===== src/rtl/move_queue_unpacker.sv =====
// move_queue_unpacker
//   Unpacks 4-bit move codes from packed batches into a FIFO. Moves are issued one at a time
//   to the stepper driver over a start/done handshake. After each completed move the block
//   waits a fixed settle time so the mechanism and colour sensors can stabilise.
//
// Ports
//   clock_25mhz  : system clock
//   reset        : asynchronous active-low reset
//   batch_valid  : a batch is offered on batch
//   batch        : packed moves, move k = batch[4k+3:4k], k = 0 issued first
//   batch_ready  : a batch can be accepted this cycle
//   flush        : synchronous discard of queued and still-unpacking moves
//   move_done    : one-cycle pulse from the driver when the current move finishes
//   next_move    : move code presented to the driver
//   move_start   : one-cycle pulse to start next_move
//   busy         : a move is in flight or settling
//   queue_empty  : FIFO holds no moves
//   count        : FIFO occupancy, 0..DEPTH
//   bad_code     : sticky flag, set when code 1, 14 or 15 is unpacked
module move_queue_unpacker #(
  parameter int unsigned MOVES_PER_BATCH = 50,
  parameter int unsigned DEPTH           = 64,
  parameter int unsigned SETTLE_CYCLES   = 250000
) (
  input  logic                         clock_25mhz,
  input  logic                         reset,
  input  logic                         batch_valid,
  input  logic [4*MOVES_PER_BATCH-1:0] batch,
  output logic                         batch_ready,
  input  logic                         flush,
  input  logic                         move_done,
  output logic [3:0]                   next_move,
  output logic                         move_start,
  output logic                         busy,
  output logic                         queue_empty,
  output logic [6:0]                   count,
  output logic                         bad_code
);

  localparam int unsigned BatchW = 4 * MOVES_PER_BATCH;
  localparam int unsigned PtrW   = (DEPTH > 1) ? $clog2(DEPTH) : 1;
  localparam int unsigned IdxW   = (MOVES_PER_BATCH > 1) ? $clog2(MOVES_PER_BATCH) : 1;
  localparam int unsigned SetW   = (SETTLE_CYCLES > 1) ? $clog2(SETTLE_CYCLES + 1) : 1;

  localparam logic [IdxW-1:0] LastIdx    = IdxW'(MOVES_PER_BATCH - 1);
  localparam logic [SetW-1:0] SettleLoad = SetW'(SETTLE_CYCLES);

  localparam logic U_IDLE = 1'b0;
  localparam logic U_RUN  = 1'b1;

  localparam logic [1:0] I_IDLE   = 2'd0;
  localparam logic [1:0] I_ISSUE  = 2'd1;
  localparam logic [1:0] I_WAIT   = 2'd2;
  localparam logic [1:0] I_SETTLE = 2'd3;

  logic              ustate_q, ustate_d;
  logic [BatchW-1:0] shift_q, shift_d;
  logic [IdxW-1:0]   idx_q, idx_d;
  logic              started_q;
  logic              bad_q, bad_d;

  logic [3:0]        mem_q [DEPTH];
  logic [PtrW-1:0]   wr_ptr_q, wr_ptr_d;
  logic [PtrW-1:0]   rd_ptr_q, rd_ptr_d;
  logic [6:0]        count_q, count_d;

  logic [1:0]        istate_q, istate_d;
  logic [SetW-1:0]   settle_q, settle_d;
  logic [3:0]        next_move_q, next_move_d;
  logic              move_start_q;

  logic [3:0] slot;
  logic       slot_valid, slot_bad, has_space, accept, wr_en, rd_en;

  // The slot under examination is always the low nibble of the shift register.
  assign slot       = shift_q[3:0];
  assign slot_valid = (slot >= 4'd2) && (slot <= 4'd13);
  assign slot_bad   = (slot == 4'd1) || (slot >= 4'd14);
  assign has_space  = (32'(count_q) + MOVES_PER_BATCH) <= DEPTH;

  // started_q keeps batch_ready low for the first cycle after reset release.
  assign batch_ready = started_q && (ustate_q == U_IDLE) && has_space && !flush;
  assign accept      = batch_valid && batch_ready;
  assign wr_en       = (ustate_q == U_RUN) && slot_valid && !flush;
  assign rd_en       = (istate_q == I_IDLE) && (count_q != 7'd0) && !flush;

  assign next_move   = next_move_q;
  assign move_start  = move_start_q;
  assign busy        = (istate_q != I_IDLE);
  assign queue_empty = (count_q == 7'd0);
  assign count       = count_q;
  assign bad_code    = bad_q;

  // Unpack FSM: one slot per clock, code 0 terminates the batch early.
  always_comb begin
    ustate_d = ustate_q;
    shift_d  = shift_q;
    idx_d    = idx_q;
    bad_d    = bad_q;
    if (flush) begin
      ustate_d = U_IDLE;
    end else if (ustate_q == U_IDLE) begin
      if (accept) begin
        shift_d  = batch;
        idx_d    = '0;
        ustate_d = U_RUN;
      end
    end else begin
      shift_d = shift_q >> 4;
      idx_d   = idx_q + 1'b1;
      if (slot_bad) bad_d = 1'b1;
      if ((slot == 4'd0) || (idx_q == LastIdx)) ustate_d = U_IDLE;
    end
  end

  // FIFO pointers and occupancy; flush empties the queue outright.
  always_comb begin
    wr_ptr_d = wr_ptr_q;
    rd_ptr_d = rd_ptr_q;
    count_d  = count_q;
    if (flush) begin
      wr_ptr_d = '0;
      rd_ptr_d = '0;
      count_d  = 7'd0;
    end else begin
      if (wr_en) wr_ptr_d = wr_ptr_q + 1'b1;
      if (rd_en) rd_ptr_d = rd_ptr_q + 1'b1;
      case ({wr_en, rd_en})
        2'b10:   count_d = count_q + 7'd1;
        2'b01:   count_d = count_q - 7'd1;
        default: count_d = count_q;
      endcase
    end
  end

  // Issue FSM. A move already handed to the driver always runs to completion, even on flush.
  always_comb begin
    istate_d    = istate_q;
    settle_d    = settle_q;
    next_move_d = next_move_q;
    case (istate_q)
      I_IDLE: begin
        if (rd_en) begin
          next_move_d = mem_q[rd_ptr_q];
          istate_d    = I_ISSUE;
        end
      end
      I_ISSUE: istate_d = I_WAIT;
      I_WAIT: begin
        if (move_done) begin
          if (SETTLE_CYCLES == 0) begin
            istate_d = I_IDLE;
          end else begin
            settle_d = SettleLoad;
            istate_d = I_SETTLE;
          end
        end
      end
      I_SETTLE: begin
        if (settle_q <= SetW'(1)) begin
          settle_d = '0;
          istate_d = I_IDLE;
        end else begin
          settle_d = settle_q - 1'b1;
        end
      end
      default: istate_d = I_IDLE;
    endcase
  end

  always_ff @(posedge clock_25mhz) begin
    if (wr_en) mem_q[wr_ptr_q] <= slot;
  end

  always_ff @(posedge clock_25mhz or negedge reset) begin
    if (!reset) begin
      ustate_q     <= U_IDLE;
      shift_q      <= '0;
      idx_q        <= '0;
      started_q    <= 1'b0;
      bad_q        <= 1'b0;
      wr_ptr_q     <= '0;
      rd_ptr_q     <= '0;
      count_q      <= 7'd0;
      istate_q     <= I_IDLE;
      settle_q     <= '0;
      next_move_q  <= 4'd0;
      move_start_q <= 1'b0;
    end else begin
      ustate_q     <= ustate_d;
      shift_q      <= shift_d;
      idx_q        <= idx_d;
      started_q    <= 1'b1;
      bad_q        <= bad_d;
      wr_ptr_q     <= wr_ptr_d;
      rd_ptr_q     <= rd_ptr_d;
      count_q      <= count_d;
      istate_q     <= istate_d;
      settle_q     <= settle_d;
      next_move_q  <= next_move_d;
      // Registered pulse: high for the single cycle following I_ISSUE.
      move_start_q <= (istate_q == I_ISSUE);
    end
  end

endmodule


===== config.mk =====
export PLATFORM = sky130hd
export DESIGN_NAME = move_queue_unpacker
export DESIGN_NICKNAME = d
export VERILOG_FILES = /design/src/rtl/move_queue_unpacker.sv
export SDC_FILE = /design/constraint.sdc
export NUM_CORES = 1
export LEC_CHECK = 0
export BUFFER_PORTS_ARGS = -buffer_cell sky130_fd_sc_hd__buf_2
export CORE_ASPECT_RATIO = 0.75
export CORE_UTILIZATION = 60
export DETAILED_ROUTE_END_ITERATION = 8
export GPL_ROUTABILITY_DRIVEN = 0
export PLACE_DENSITY = 0.83
export SLEW_MARGIN = 10
export SYNTH_ARGS = -nofsm -noshare
export SYNTH_HDL_FRONTEND = slang
export SYNTH_SLANG_ARGS = --single-unit

===== constraint.sdc =====
create_clock -name clock_25mhz -period 10.97 [get_ports clock_25mhz]
set_input_delay 2.194 -clock clock_25mhz [delete_from_list [all_inputs] [get_ports clock_25mhz]]
set_output_delay 2.194 -clock clock_25mhz [all_outputs]
set_load 0.03 [all_outputs]

== After elaboration in Yosys (flattened, before gate mapping) ==
Memories as Yosys holds them, arrays and structs flattened. A register that Yosys moved wholly into a read port is not among the register bits.
Cells that the tools add are included.

* ROM bits: 0
* Memories: 1
* Memory bits (writable): 256
* Output and inout port bits: 16
* Flip-flop bits (word level): 249
* Latch bits: 0

{| class="wikitable"
|+ Memories
! memory !! words !! bits a word !! read ports !! clocked after memory_dff !! write ports !! RTL line !! text
|-
| mem_q || 64 || 4 || 1 || 1 || 1 || 62 || <nowiki>logic [3:0] mem_q [DEPTH];</nowiki>
|}

* Reduce and logical (&&, ||, !) cells: 28
* Divide/modulo/power cells: 0
* Shift-type cells: 0
* Add/subtract/negate cells: 7
* Muxes and demuxes: 23
* Bitwise gates (word level): 2
* Order comparisons: 5
* Multipliers: 0
* Eq/ne operators: 10

{| class="wikitable"
|+ Operators by type and width
! operator !! number
|-
| 2-to-1 mux 200 bit || 2
|-
| 2-to-1 mux 18 bit || 2
|-
| 2-to-1 mux 6 bit || 6
|-
| case mux 18 bit (2 select lines) || 1
|-
| adder 6 x 1 -> 6 bit, second input constant || 3
|-
| <= comparator 18 x 1 -> 1 bit, second input constant || 1
|-
| subtractor 18 x 1 -> 18 bit, second input constant || 1
|-
| case mux 7 bit (2 select lines) || 1
|-
| nonzero test 2 bit || 5
|-
| logical AND 1 bit || 9
|-
| adder 7 x 6 -> 8 bit, second input constant || 1
|-
| <= comparator 8 x 7 -> 1 bit, second input constant || 1
|-
| case mux 2 bit (4 select lines) || 1
|-
| adder 7 x 1 -> 7 bit, second input constant || 1
|-
| logical NOT 7 bit || 1
|-
| 2-to-1 mux 7 bit || 1
|-
| nonzero test 7 bit || 1
|-
| subtractor 7 x 1 -> 7 bit, second input constant || 1
|-
| equality test 2 bit, second input constant || 3
|-
| equality test 6 bit, second input constant || 1
|-
| 2-to-1 mux 1 bit || 6
|-
| 2-to-1 mux 2 bit || 3
|-
| inequality test 2 bit, second input constant || 3
|-
| AND reduction 2 bit || 3
|-
| 12 further kinds || 17
|}

== Depth between registers and ports, before layout ==
* Word-level depth: 8
* Depth in mapped cells: 11

== Worst setup path before layout ==
No wires, ideal clock.

* Kind: input to output
* Start point: input port flush
* End point: output port batch_ready
* Stages: 4
* Data arrival time: 3.328 ns
* Path slack: 5.448 ns
* Path buffers: 1
* Path through: clkbuf_1 -> nor4b_1 -> o2111ai_1 -> nor2_1

* Longest elaborated chain between the ends: 2

{| class="wikitable"
|+ RTL lines
! item !! RTL line !! text
|-
| from (decl) || 30 || <nowiki>input logic flush,</nowiki>
|-
| logical NOT 1 bit || 82 || <nowiki>assign batch_ready = started_q && (ustate_q == U_IDLE) && has_space && !flush;</nowiki>
|-
| logical AND 1 bit || 82 ||
|-
| to (decl) || 29 || <nowiki>output logic batch_ready,</nowiki>
|}

Every way passes these cells.

== Worst setup path after layout ==
Same ends and word-level chain as after synthesis.

==> qor.txt <==
Status = completed
Util after Layout = 69.4%
Crit path from = flush
Global route overflow = 0
Post-synth ARST share = 49.7%
Syn Area/Cell = 13.0 um2
Max VDD drop = 0.144 mV
Syn nets = 1,941
Largest net degree at the start of global routing = 290
Share of cells above drive strength 1 = 20.5%
Critical path class = in -> out
Commonest cells post-synth = nor2_1, edfxtp_1, dfrtp_1, a21oi_1, mux2i_1
H-tree levels = 2
Via count = 14,500
Most numerous cell in the Yosys netlist = nor2_1
# DRC = 0
Number of distinct library cells after synthesis = 64
Final hold violations = 0
Clk pin slew, worst setup/hold paths = 0.06 ns
Fillers = 2,466
Initial DRC count = 1,510
DR WL/cell = 20.8 um
Core Area = 0.0362 mm2
Area leader, netlist = edfxtp_1
Post-CTS Setup Inserts = 0
Post-synthesis cell count = 1,719
Reg-to-Reg Start = shift_q[2]
Antenna Nets Post-Route = 0
Cell at the slowest stage of the critical path = nor4b_1
First-pass GRT wire length = 78.7 mm
CTS tree = built
RSZ-0062 raised after global routing = no
FF-to-FF setup slack = 6.89 ns
Worst slew pin tran = 1.23 ns
Starting Density = 61.6%
Max Fclk = 169 MHz
Top FF cell, synth = edfxtp_1
# IOs = 221
Cts-stage hold buffer count = 0
Most frequent CP cell = buf_2
Final layout net count = 2,116
Crit start category = primary input
Clk Latency, worst-skew pair = 0.56 ns
Setup violations, final = 0
Crit path cell chain = buf_2 -> nor4b_1 -> o2111ai_1 -> nor2_1 -> buf_2
Worst hold path type = reg -> reg
Reg2Reg Depth = 10
CP Data Arrival Time = 3.73 ns
Multi-input logic area = 0.00772 mm2
Total track usage = 26.8%
Vias per inst = 5.96
PwrDens = 240 mW/mm2
CP max FO = 27
TritonCTS buffer count = 47
Die area = 0.0379 mm2
Tmin final = 5.92 ns
P_leak = 9.15 nW
Relative slew slack = 17.7%
Maxcap violations = 0
Worst setup EP type = output port
Root Driver = clkbuf_16
Synth Register Bits = 509
Clock skew = 0.0117 ns
Sequential element share of the synthesized area = 62.9%
Netlist Area Pre-Place = 0.0223 mm2
CTS resizes = 0
Area growth, synth to finish = 12.6%
Hold_sp = shift_q[186]
Number of clock sinks = 509
Initial antenna violation count = 11
Detail Placement HPWL = 32.4 mm
Period utilization = 54.0%
Top cells by area, synth = edfxtp_1, dfrtp_1, mux2i_1, mux4_2, nor2_1
Vias in the first global route = 14,500
Critical path endpoint = batch_ready
Routed wire length = 50.5 mm
Required @ worst endpoint = 8.78 ns
Row count = 60
Iteration count of the initial detailed-routing pass = 7
Clock Path Buffers = 3
Worst r2r dst = count[6]
Max-slew violations = 0
Final TNS setup = 0 ns
Max stage delay on crit path = 0.39 ns
Synth top area share = 34.5%
Chip Width = 225 um
Seq. cell area = 0.0140 mm2
Post-synth EDFFs = 256
YS warnings = 0
Number of port buffers = 220
Die height = 169 um
-- logic make-up (layout without fill, tap and decap cells) --
group,after synthesis,after routing,share of synthesized area [%]
xor gates and xnor gates,18,18,0.741
AOI/OAI and AO/OA,316,316,8.02
and+or+nand+nor,447,447,8.50
adders and majority gates,17,17,0.988
buffers and inverters,123,332,2.45
DFF,509,509,62.9
other,1,4,0.0168
muxes,288,288,16.4
-- metal layers --
| layer | up-vias | wire length (um) | global-route usage, % |
|---|---|---|---|
| met3 | 130 | 4710 | 7.31 |
| met4 | 18 | 1460 | 8.70 |
| met2 | 563 | 23900 | 41.2 |
| met1 | 7101 | 20300 | 37.4 |
| li1 | 6658 | - | - |
| met5 | - | 117 | 0 |
-- cell usage in the layout (no fill, tap or decap), types with 6 or more instances in the layout --
cell and instances:
a211oi_1 9, a21oi_1 222, a31oi_1 7, buf_2 219
buf_4 10, clkbuf_1 14, clkbuf_16 47, clkinv_2 8
dfrtp_1 246, edfxtp_1 256, ha_1 16, inv_1 17
mux2_2 12, mux2i_1 216, mux4_2 60, nand2_1 58
nand3_1 22, nand3b_1 7, nand4_1 6, nor2_1 307
nor2b_1 7, nor3_1 8, nor4_1 6, o21ai_0 26
o21ai_1 9, o22ai_1 6, xnor2_1 8, xor2_1 9
-- report_power, final --
part	switching (mW)	internal, mW	leakage (nW)	total (mW)
clock network	0.686	0.870	0.704	1.56
logic	0.917	0.624	3.31	1.54
registers	0.356	2.56	5.14	2.92
total	1.96	4.05	9.15	6.01
-- final cells by class --
class                           count  area share, %
Tap cell                          496           2.47
Sequential cell                   509           55.9
Clock inverter                     17          0.538
Multi-Input combinational cell   1087           30.7
Clock buffer                       66           5.17
Inverter                           17          0.254
Antenna cell                        3         0.0299
Timing Repair Buffer              232           4.88
-- worst max-delay path, delay by kind of cell --
kind / cells / cell delay (ns)
AOI/OAI and AO/OA: 1 / 0.31
buffers and inverters: 2 / 0.53
and+or+nand+nor: 2 / 0.69
-- state kept, by name, summed over array words and instances (netlist names) --
signal / cells
wr_ptr_q: 6
count: 7
rd_ptr_q: 6
move_start: 1
bad_code: 1
next_move: 4
idx_q: 6
settle_q: 18
shift_q: 200
mem_q: 256
started_q: 1
ustate_q: 1
istate_q: 2
-- how the worst min path moves through the flow --
stage	endpoint	slack [ns]	depth (start not counted)
6_report	shift_q[186]	0.53	2
2_1_floorplan	settle_q[17]	0.48	1
3_3_place_gp	settle_q[17]	0.50	1
5_1_grt	shift_q[142]	0.55	2
3_5_place_dp	settle_q[17]	0.51	1
4_1_cts	settle_q[17]	0.53	1
-- metrics by stage --
stage	hold WS (ns)	power (mW)	cell area (um2)	std cells	worst slack, ns
floorplan	0.482	4.01	22300	1719	5.45
global placement	0.505	4.35	23700	2341	5.15
detailed placement	0.510	4.47	23700	2341	5.09
CTS	0.532	6.03	25100	2424	5.08
global route	0.552	6.32	25100	2425	5.06
finish	0.529	6.01	25100	2427	5.05
No activity file was read; power rests on OpenSTA's default activity.
